**src/rtl/mgmt_rx_irq_coalescer.sv**
```systemverilog
// -----------------------------------------------------------------------------
// mgmt_rx_irq_coalescer
//
// Schedules the "RX frame ready" interrupt from the management RX frame buffer
// to the QSPI host MCU. Counts committed-but-unpopped frames and raises a level
// IRQ when the count reaches a threshold or when the oldest pending frame has
// waited for a timeout. After the IRQ drops, a minimum deasserted gap is
// enforced so the host is not interrupted once per frame under load.
//
// Ports:
//   clk            management clock
//   reset          synchronous, active-high reset
//   frame_commit   1-cycle pulse: frame committed to the RX buffer
//   frame_pop      1-cycle pulse: host popped one frame
//   link_up        link state; low flushes the pending state
//   cfg_threshold  pending count that forces the IRQ (0 treated as 1)
//   cfg_timeout    cycles from first pending frame to forced IRQ (0 = immediate)
//   cfg_gap        minimum IRQ-low cycles after the IRQ drops
//   irq_ack        1-cycle pulse: host serviced the interrupt
//   irq            registered level interrupt to the MCU
//   pending_count  committed, unpopped frames
//   err_underflow  sticky: pop seen with pending_count == 0
//   err_overflow   sticky: commit seen with the counter saturated
//
// Optional build macro MGMT_IRQ_COALESCE_STATS_EN adds:
//   irq_count      16-bit wrapping count of entries to the asserted state
//   max_wait       largest ARMED timer value seen at assertion, saturating
// -----------------------------------------------------------------------------
module mgmt_rx_irq_coalescer #(
   parameter int COUNT_WIDTH = 6,
   parameter int TIMER_WIDTH = 16
) (
   input  logic                   clk,
   input  logic                   reset,
   input  logic                   frame_commit,
   input  logic                   frame_pop,
   input  logic                   link_up,
   input  logic [COUNT_WIDTH-1:0] cfg_threshold,
   input  logic [TIMER_WIDTH-1:0] cfg_timeout,
   input  logic [TIMER_WIDTH-1:0] cfg_gap,
   input  logic                   irq_ack,
   output logic                   irq,
   output logic [COUNT_WIDTH-1:0] pending_count,
   output logic                   err_underflow,
   output logic                   err_overflow
`ifdef MGMT_IRQ_COALESCE_STATS_EN
   ,
   output logic [15:0]            irq_count,
   output logic [TIMER_WIDTH-1:0] max_wait
`endif
);

   typedef enum logic [1:0] {S_IDLE, S_ARMED, S_ASSERTED, S_GAP} state_t;

   localparam logic [COUNT_WIDTH-1:0] CNT_ONE = COUNT_WIDTH'(1);
   localparam logic [TIMER_WIDTH-1:0] TMR_ONE = TIMER_WIDTH'(1);

   state_t                 r_state;
   logic                   r_irq;
   logic [COUNT_WIDTH-1:0] r_count;
   logic [TIMER_WIDTH-1:0] r_timer;
   logic [TIMER_WIDTH-1:0] r_gap;
   logic                   r_err_unf;
   logic                   r_err_ovf;

   logic [COUNT_WIDTH-1:0] w_count_next;
   logic                   w_unf_evt;
   logic                   w_ovf_evt;
   logic [COUNT_WIDTH-1:0] w_thresh;
   logic                   w_thresh_hit;
   logic [TIMER_WIDTH:0]   w_timer_inc;
   logic                   w_timeout_hit;
   logic                   w_has_pending;
   logic                   w_idle_fire;
   logic                   w_armed_fire;

   // Post-update count: every state decision below looks at this value so a
   // commit is acted on at the same edge it is counted.
   always_comb begin
      // NOTE: every combinational output gets a default first so no path
      // leaves it unassigned, which would otherwise infer a latch.
      w_count_next = r_count;
      w_unf_evt    = 1'b0;
      w_ovf_evt    = 1'b0;
      if (frame_commit && !frame_pop) begin
         if (&r_count) w_ovf_evt    = 1'b1;
         else          w_count_next = r_count + CNT_ONE;
      end else if (frame_pop && !frame_commit) begin
         if (r_count == '0) w_unf_evt    = 1'b1;
         else               w_count_next = r_count - CNT_ONE;
      end
      if (!link_up) w_count_next = '0;
   end

   assign w_thresh      = (cfg_threshold == '0) ? CNT_ONE : cfg_threshold;
   assign w_thresh_hit  = (w_count_next >= w_thresh);
   // One bit wider so timer+1 cannot wrap when the timer is saturated.
   assign w_timer_inc   = {1'b0, r_timer} + {{TIMER_WIDTH{1'b0}}, 1'b1};
   assign w_timeout_hit = (cfg_timeout == '0) || (w_timer_inc >= {1'b0, cfg_timeout});
   assign w_has_pending = (w_count_next != '0);
   // From IDLE only the threshold and zero-timeout conditions can fire at once;
   // a non-zero timeout always runs from ARMED entry.
   assign w_idle_fire   = w_has_pending && (w_thresh_hit || cfg_timeout == '0);
   assign w_armed_fire  = w_has_pending && (w_thresh_hit || w_timeout_hit);

   always_ff @(posedge clk) begin
      // NOTE: sequential state uses non-blocking assignments so every register
      // samples the pre-edge values regardless of statement order.
      if (reset) begin
         r_state   <= S_IDLE;
         r_irq     <= 1'b0;
         r_count   <= '0;
         r_timer   <= '0;
         r_gap     <= '0;
         r_err_unf <= 1'b0;
         r_err_ovf <= 1'b0;
      end else begin
         r_count <= w_count_next;
         if (w_unf_evt) r_err_unf <= 1'b1;
         if (w_ovf_evt) r_err_ovf <= 1'b1;

         if (!link_up) begin
            r_state <= S_IDLE;
            r_irq   <= 1'b0;
            r_timer <= '0;
            r_gap   <= '0;
         end else begin
            case (r_state)
               S_IDLE: begin
                  if (w_has_pending) begin
                     r_timer <= '0;
                     if (w_idle_fire) begin
                        r_state <= S_ASSERTED;
                        r_irq   <= 1'b1;
                     end else begin
                        r_state <= S_ARMED;
                     end
                  end
               end
               S_ARMED: begin
                  if (!w_has_pending) begin
                     r_state <= S_IDLE;
                  end else if (w_armed_fire) begin
                     r_state <= S_ASSERTED;
                     r_irq   <= 1'b1;
                  end else if (!(&r_timer)) begin
                     r_timer <= r_timer + TMR_ONE;
                  end
               end
               S_ASSERTED: begin
                  if (irq_ack || !w_has_pending) begin
                     r_irq <= 1'b0;
                     if (cfg_gap == '0) begin
                        r_timer <= '0;
                        r_state <= w_has_pending ? S_ARMED : S_IDLE;
                     end else begin
                        r_gap   <= cfg_gap - TMR_ONE;
                        r_state <= S_GAP;
                     end
                  end
               end
               S_GAP: begin
                  if (r_gap == '0) begin
                     r_timer <= '0;
                     r_state <= w_has_pending ? S_ARMED : S_IDLE;
                  end else begin
                     r_gap <= r_gap - TMR_ONE;
                  end
               end
               default: begin
                  r_state <= S_IDLE;
                  r_irq   <= 1'b0;
               end
            endcase
         end
      end
   end

   assign irq           = r_irq;
   assign pending_count = r_count;
   assign err_underflow = r_err_unf;
   assign err_overflow  = r_err_ovf;

`ifdef MGMT_IRQ_COALESCE_STATS_EN
   logic [15:0]            r_irq_count;
   logic [TIMER_WIDTH-1:0] r_max_wait;
   logic                   w_enter;
   logic [TIMER_WIDTH-1:0] w_wait;

   assign w_enter = link_up && ((r_state == S_IDLE  && w_idle_fire) ||
                                (r_state == S_ARMED && w_armed_fire));
   // A direct IDLE->ASSERTED entry has waited zero cycles.
   assign w_wait  = (r_state == S_ARMED) ? r_timer : '0;

   always_ff @(posedge clk) begin
      if (reset) begin
         r_irq_count <= '0;
         r_max_wait  <= '0;
      end else if (w_enter) begin
         r_irq_count <= r_irq_count + 16'd1;
         if (w_wait > r_max_wait) r_max_wait <= w_wait;
      end
   end

   assign irq_count = r_irq_count;
   assign max_wait  = r_max_wait;
`endif

endmodule

```
**config.mk**
```make
export PLATFORM = sky130hd
export DESIGN_NAME = mgmt_rx_irq_coalescer
export DESIGN_NICKNAME = d
export VERILOG_FILES = /design/src/rtl/mgmt_rx_irq_coalescer.sv
export SDC_FILE = /design/constraint.sdc
export NUM_CORES = 1
export LEC_CHECK = 0
export CAP_MARGIN = 0
export CELL_PAD_IN_SITES_DETAIL_PLACEMENT = 1
export CELL_PAD_IN_SITES_GLOBAL_PLACEMENT = 2
export CORE_ASPECT_RATIO = 0.6
export CORE_MARGIN = 5
export CORE_UTILIZATION = 35
export DETAILED_ROUTE_END_ITERATION = 16
export GPL_TIMING_DRIVEN = 0
export PLACE_DENSITY = 0.95
export SYNTH_ARGS = -nofsm -noshare
export SYNTH_HDL_FRONTEND = slang
export SYNTH_SLANG_ARGS = --single-unit
```
**constraint.sdc**
```tcl
create_clock -name clk -period 9.68 [get_ports clk]
set_input_delay 0.968 -clock clk [delete_from_list [all_inputs] [get_ports clk]]
set_output_delay 0.968 -clock clk [all_outputs]
set_load 0.05 [all_outputs]
```
==> metrics.cfg <==
[sta]
fmax_mhz = 200
fin_hold_ws_ns = 0.475
finalHoldViolations = 0
max-slew-margin-rel = 0.375
finalClockSkew_ns = 0.00662
setup-violations-final = 0
final.setup.worst_slack_ns = 4.67
tightest_slew_ns = 0.912
rsz0062_at_grt = no
fin_crit_ns = 5.01
finalSetupTns_ns = 0
finalCritPeriodShare = 0.517
slew_viol_final = 0

[power]
p_int_mw = 0.336
p_sw_mw = 0.186
p_leak_nw = 1.91
cellPowerDensity_nw_per_um2 = 111
seqPwrFrac = 0.359
peakVddDrop_mv = 0.0676
p_total_mw = 0.522
switching_share = 0.356
p_clk_frac = 0.332
combinationalPowerShare = 0.309

[cts]
cts_setup_buffers = 0
cts.sinks = 43
postCtsHoldBufs = 0
cts-resized-gates = 0
cts_root_buf = clkbuf_16
cts_tree = built
cts_made_buffers = 5
clock_path_buffers = 2
clk_latency_ns = 0.30
cts-htree-levels = 2
clk_pin_slew_worst_paths_ns = 0.06

[routing]
via_per_inst = 6.13
firstDrtPassIters = 4
num_vias = 4385
drt_iter0_markers = 389
postRouteAntennaNets = 0
finalWirelength_mm = 14.4
wl_per_cell_um = 20.2
drc = 0

[critical_path]
crit_required_ns = 9.90
critical_path_arrival_ns = 5.23
worstRegToRegCells = 17
critPathLaunchType = input pin
worstSetupEndpointType = flop
crit_type = input pin to flop
r2r-start = r_timer[3]
critPathMaxFanout = 9
worstSetupStartpoint = frame_pop

[place]
dp_hpwl_mm = 11.3
gp_congestion = 0.881
pre_cts_slack_ns = 4.52
numPortBuffers = 51
dp.cells = 707

[final_layout]
fillers = 1326
diodes = 0
seq_area_um2 = 861
multi_input_area_um2 = 2750
finalNetCount = 645
layout-drive-gt1-share = 0.0573
instances_no_fill = 715
area_growth_pct = 21.4

[logic_synthesis]
synth_warnings = 0
yosysUniqueCellTypes = 71
synth_nets = 587
syn-mean-instance-area_um2 = 7.46
synth-edff-count = 0
ys_seq_area_frac = 0.223
yosysTopAreaCell = dfxtp_1
synth_area_leaders = dfxtp_1 (22%), ha_1 (8.4%), a21oi_1 (5.7%), nor2_1 (4.3%), nand3_1 (3.2%)
syn-cell-area_um2 = 3850
synth_commonest_cells = a21oi_1 (44), nor2_1 (44), dfxtp_1 (43)
ys_ff_latch = 43
ys_async_sr_fraction = 0
syn_inst = 517
synth-main-ff-cell = dfxtp_1
yosysTopAreaCellShare = 0.223

[floorplanning]
die_h_um = 91.3
die-area_um2 = 13300
coreArea_um2 = 10700
fp.dieW_um = 145
io_pins = 53
row_count = 29
initial_core_util = 0.361

[grt]
grt_pass1_vias = 4373
grt_pass1_wl_mm = 23.6
grt_max_degree = 14
grt_overflow = 0
antenna_found_initial = 0
grt_use_total = 0.215

[status]
status = completed

[worst_hold_path]
hp-start = err_overflow
min_path_cells = 2
min_path_type = flop to flop

[job]
maxCapViolCount = 0

## path summary, 6_finish.rpt
kind | endpoint | slack (ns)
max | r_timer[10] | 4.67
min | err_overflow | 0.48
max reg2reg | r_timer[10] | 4.92
min reg2reg | err_overflow | 0.48
## routing by layer
layer	share of wire	track usage
met4	0.0087	0.0404
met1	0.52	0.331
met5	0	0
met2	0.42	0.312
met3	0.055	0.0383
## cell usage in the layout, fill, tap and decap left out, types with 18 or more instances in the layout
cell type,count
clkdlybuf4s50_1,51
a21oi_1,44
dfxtp_1,43
clkbuf_1,18
nand2_1,27
ha_1,26
nor3_1,19
nand3_1,25
nor2_1,44
inv_1,32
## flip-flops by register name, indices dropped and copies added, names as in the netlist
| signal | cells |
|---|---|
| r_timer | 16 |
| r_gap | 16 |
| err_underflow | 1 |
| irq | 1 |
| pending_count | 6 |
| r_state | 2 |
| err_overflow | 1 |
## final cells by class
class | count | share of cell area
well taps | 139 | 0.0372
flip-flops and latches | 43 | 0.184
multi-input cells | 414 | 0.588
clock inverters | 2 | 0.00267
inverters | 32 | 0.0257
clock buffers | 6 | 0.0275
repair buffers | 51 | 0.109
plain buffers | 28 | 0.0257
## metrics by stage
step	utilization	cell area, µm²
2_1_floorplan	-	3850
3_3_place_gp	0.426	4540
3_5_place_dp	0.426	4540
4_1_cts	0.439	4680
5_1_grt	0.439	4680
6_report	0.439	4680
## cells by family after synthesis
| kind of cell | synth area share |
|---|---|
| xor+xnor | 0.0386 |
| simple gates | 0.306 |
| compound gates | 0.262 |
| mux | 0.0237 |
| flops | 0.223 |
| fa+ha+maj | 0.0844 |
| buf+inv | 0.0623 |
## power by group through the flow
| stage | Clock (mW) | Sequential, mW | Combinational (mW) |
|---|---|---|---|
| global placement | 0 | 0.191 | 0.152 |
| finish | 0.173 | 0.187 | 0.161 |
| CTS | 0.174 | 0.187 | 0.159 |
| global route | 0.182 | 0.188 | 0.176 |
| floorplan | 0 | 0.194 | 0.0914 |
| detailed placement | 0 | 0.191 | 0.157 |
## worst max-delay path, cell delays in order
cell and delay, ns:
clkdlybuf4s50_1 0.66, inv_1 0.15, a311o_1 0.35, a211o_1 0.34
and2_1 0.16, ha_1 0.28, nand2b_1 0.14, a21o_1 0.17
a21oi_1 0.22, o211a_1 0.27, and3_1 0.16, clkbuf_1 0.40
nand2_1 0.33, or4_1 0.47, a21oi_1 0.16
No activity file was read; power rests on OpenSTA's default activity.
